--- config.mk ---
export PLATFORM = sky130hd
export DESIGN_NAME = op_class_decode
export DESIGN_NICKNAME = d
export VERILOG_FILES = /design/src/rtl/stage_sequencer_pkg.sv /design/src/rtl/stage_sequencer_op_class_decode.sv
export SDC_FILE = /design/constraint.sdc
export NUM_CORES = 1
export LEC_CHECK = 0
export CORE_AREA = 2 2 39 41
export DETAILED_ROUTE_END_ITERATION = 8
export DIE_AREA = 0 0 41 43
export MAX_ROUTING_LAYER = met4
export PLACE_DENSITY = 0.31
export SYNTH_ARGS = -nofsm -noshare
export SYNTH_HDL_FRONTEND = slang
export SYNTH_SLANG_ARGS = --single-unit
--- constraint.sdc ---
create_clock -name vclk -period 1.31
set_clock_uncertainty 0.15 [all_clocks]
set_input_delay 0.131 -clock vclk [all_inputs]
set_output_delay 0.131 -clock vclk [all_outputs]
set_load 0.005 [all_outputs]
--- src/rtl/stage_sequencer_pkg.sv ---
// Shared definitions for the MUSA stage sequencer: opcodes, stage encodings and opcode classes.
package stage_sequencer_pkg;

  localparam logic [5:0] OP_RTYPE    = 6'b000000;
  localparam logic [5:0] OP_SPECIAL2 = 6'b011100;
  localparam logic [5:0] OP_ALU_05   = 6'b000101;
  localparam logic [5:0] OP_ADDI     = 6'b001000;
  localparam logic [5:0] OP_ADDIU    = 6'b001001;
  localparam logic [5:0] OP_ANDI     = 6'b001100;
  localparam logic [5:0] OP_ORI      = 6'b001101;
  localparam logic [5:0] OP_LW       = 6'b100011;
  localparam logic [5:0] OP_SW       = 6'b101011;
  localparam logic [5:0] OP_CTL_11   = 6'b010001;
  localparam logic [5:0] OP_J        = 6'b000010;
  localparam logic [5:0] OP_BEQ      = 6'b000100;
  localparam logic [5:0] OP_CTL_1D   = 6'b011101;
  localparam logic [5:0] OP_CALL     = 6'b000011;
  localparam logic [5:0] OP_RET      = 6'b000001;
  localparam logic [5:0] OP_HLT      = 6'b111111;

  typedef enum logic [2:0] {
    ST_IF     = 3'd0,
    ST_ID     = 3'd1,
    ST_EX     = 3'd2,
    ST_MEM    = 3'd3,
    ST_WB     = 3'd4,
    ST_HALTED = 3'd5
  } stage_e;

  typedef enum logic [2:0] {
    CLS_ALU = 3'd0,
    CLS_LD  = 3'd1,
    CLS_ST  = 3'd2,
    CLS_CTL = 3'd3,
    CLS_HLT = 3'd4,
    CLS_NOP = 3'd5
  } op_class_e;

endpackage

--- src/rtl/stage_sequencer_op_class_decode.sv ---
// Combinational opcode-to-class map; unlisted opcodes fall into the NOP class.
module op_class_decode
  import stage_sequencer_pkg::*;
(
  input  logic [5:0] opcode_i,
  output logic [2:0] op_class_o
);

  always_comb begin
    op_class_o = CLS_NOP;
    case (opcode_i)
      OP_RTYPE, OP_SPECIAL2, OP_ALU_05, OP_ADDI,
      OP_ADDIU, OP_ANDI, OP_ORI:                  op_class_o = CLS_ALU;
      OP_LW:                                      op_class_o = CLS_LD;
      OP_SW:                                      op_class_o = CLS_ST;
      OP_CTL_11, OP_J, OP_BEQ, OP_CTL_1D,
      OP_CALL, OP_RET:                            op_class_o = CLS_CTL;
      OP_HLT:                                     op_class_o = CLS_HLT;
      default:                                    op_class_o = CLS_NOP;
    endcase
  end

endmodule

==> results.toml <==
[layout]
multi_input_area_sq_um = 221
fin_area_sq_um = 397
nFillCells = 157
layout.cells.non_filler = 61
mostFrequentLayoutCells = "buf_2 (6), buf_4 (6), buf_6 (5), nor2_1 (3)"
drive_gt1_share_pct = 68.9
ff_latch_area_sq_um = 0
seq_cells = 0
clkbuf_count = 0
syn2layout_area_growth_pct = 125
nNetsFinal = 54
n_antenna_cell = 0

[floorplan]
io-pin-count = 9
die_y_um = 43
core_area_sq_mm = 0.00138
start_util_pct = 12.7
die_area_sq_mm = 0.00176
row_count = 14
die_w_um = 41

[detailed_routing]
wl_met2_um = 345
dr.first_iter.drc_count = 0
met1Wirelength_um = 267
drtAntennaViolNets = 0
dr_wl_met3_um = 34
routed_via_density = 4.57
totalWireLength_um = 647
vias = 279
top_layer = "met3"
drc_errors = 0
drtPass1Iterations = 1
wl_per_cell_um = 10.6

[sta]
slew_headroom_pct = 83.9
fmax_mhz = 739
worst_slew_pin_slew_ps = 240
slew_viol_final = 0
setup_viol = 2
fin_setup_tns_ps = -63.7
min_period_over_period_pct = 103
setup_slack_ps = -43.1
final_hold_viol_count = 0
period_minus_slack_ps = 1350
holdWs_ps = 485
rsz0062_at_grt = "true"

[synthesis]
syn_inst = 28
synth_area_sq_um = 176
ys_seq_area_share_pct = 0
ys_warn_count = 0
syn_area_per_cell_sq_um = 6.30
synth_cell_types = 19
synth.net_count = 35

[global_routing]
grt_pass1_wl_um = 979
antenna_found_initial = 0
grt_pass1_vias = 248
grt_max_degree = 8
grt-ovfl-total = 0
globalRouteTotalUtil_pct = 7.68

[critical_path]
path_max_fanout = 5
path_class = "in -> out"
critPathArrivalTime_ps = 1070
cp-start-kind = "primary input"
crit_slowest_cell = "a311oi_1"
path_cells = "buf_8 -> buf_6 -> nand2_2 -> a2bb2oi_2 -> nor3_2 -> a311oi_1 -> buf_2"
critPathRequiredTime_ps = 1030
slowest_delay_ps = 260
endpoint_kind = "output pin"

[outcome]
status = "finished with violations"
violations = "negative setup slack"

[pwr]
p_per_area_mw_per_mm2 = 310
leakagePower_nw = 0.161
max-vdd-ir-drop_uv = 64.2

[min_path]
hold_path.class = "in -> out"
min_path_cells = 4

[placed_design]
io_buffers = 9
place_congestion = 0.698
dpl_worst_slack_ps = -842
dp.cells = 59
place_area_sq_um = 330
place_hpwl_um = 484

[run]
maxCapViolCount = 0

[cts]
postCtsHoldBufs = 0
[final timing paths]
kind / from / endpoint / slack [ps]
worst max-delay path: opcode_i[1] / op_class_o[0] / -40
worst min-delay path: opcode_i[0] / op_class_o[2] / 490
[through the flow]
stage | util (%) | power (mW)
2_1_floorplan | - | 0.0413
3_3_place_gp | 23.9 | 0.0992
3_5_place_dp | 23.9 | 0.0993
4_1_cts | 28.0 | 0.114
5_1_grt | 28.7 | 0.132
6_report | 28.7 | 0.123
[worst max-delay path: cells and delay by family]
family	cells	cell delay [ps]
AO/OA/AOI/OAI	2	410
buffers and inverters	3	380
AND/OR/NAND/NOR	2	150
[cells in the mapped netlist, types with 2 or more instances]
master | count | area [sq um]
nor3_1 | 2 | 10.0
a21oi_1 | 3 | 15.0
nand2_1 | 3 | 11.3
nor2_1 | 5 | 18.8
[power by group]
| part | switching (mW) | internal, mW | leakage [nW] |
|---|---|---|---|
| sequential | 0 | 0 | 0 |
| clock | 0 | 0 | 0 |
| combinational | 0.0568 | 0.0664 | 0.161 |
| total | 0.0568 | 0.0664 | 0.161 |
[layout make-up]
type	count	share of cell area, %
Inverter	1	0.946
Timing Repair Buffer	19	38.2
Multi-Input combinational cell	25	55.8
Tap cell	16	5.05
[cells by family (layout without fill, tap and decap cells)]
kind of cell,count (synthesis),in the layout,synth area share (%)
and+or+nand+nor,14,14,37.6
adders and majority gates,1,1,7.09
buffers and inverters,3,20,11.3
AOI/OAI and AO/OA,10,10,44.0
[what timing repair did]
item / 4_1_cts / 5_1_grt
endpoints found under the hold margin: 0 / 0
endpoints found under the setup margin: 3 / 3
buffers inserted: 2 / 0
resized for setup: 46 / 10
pin swaps: 7 / 7
[metal layers]
metal,track usage (%),vias to the layer above
met5,-,-
met4,0,0
met3,0,0
met2,14.7,5
met1,8.86,134
li1,-,140
Power figures use the tool's default switching activity.
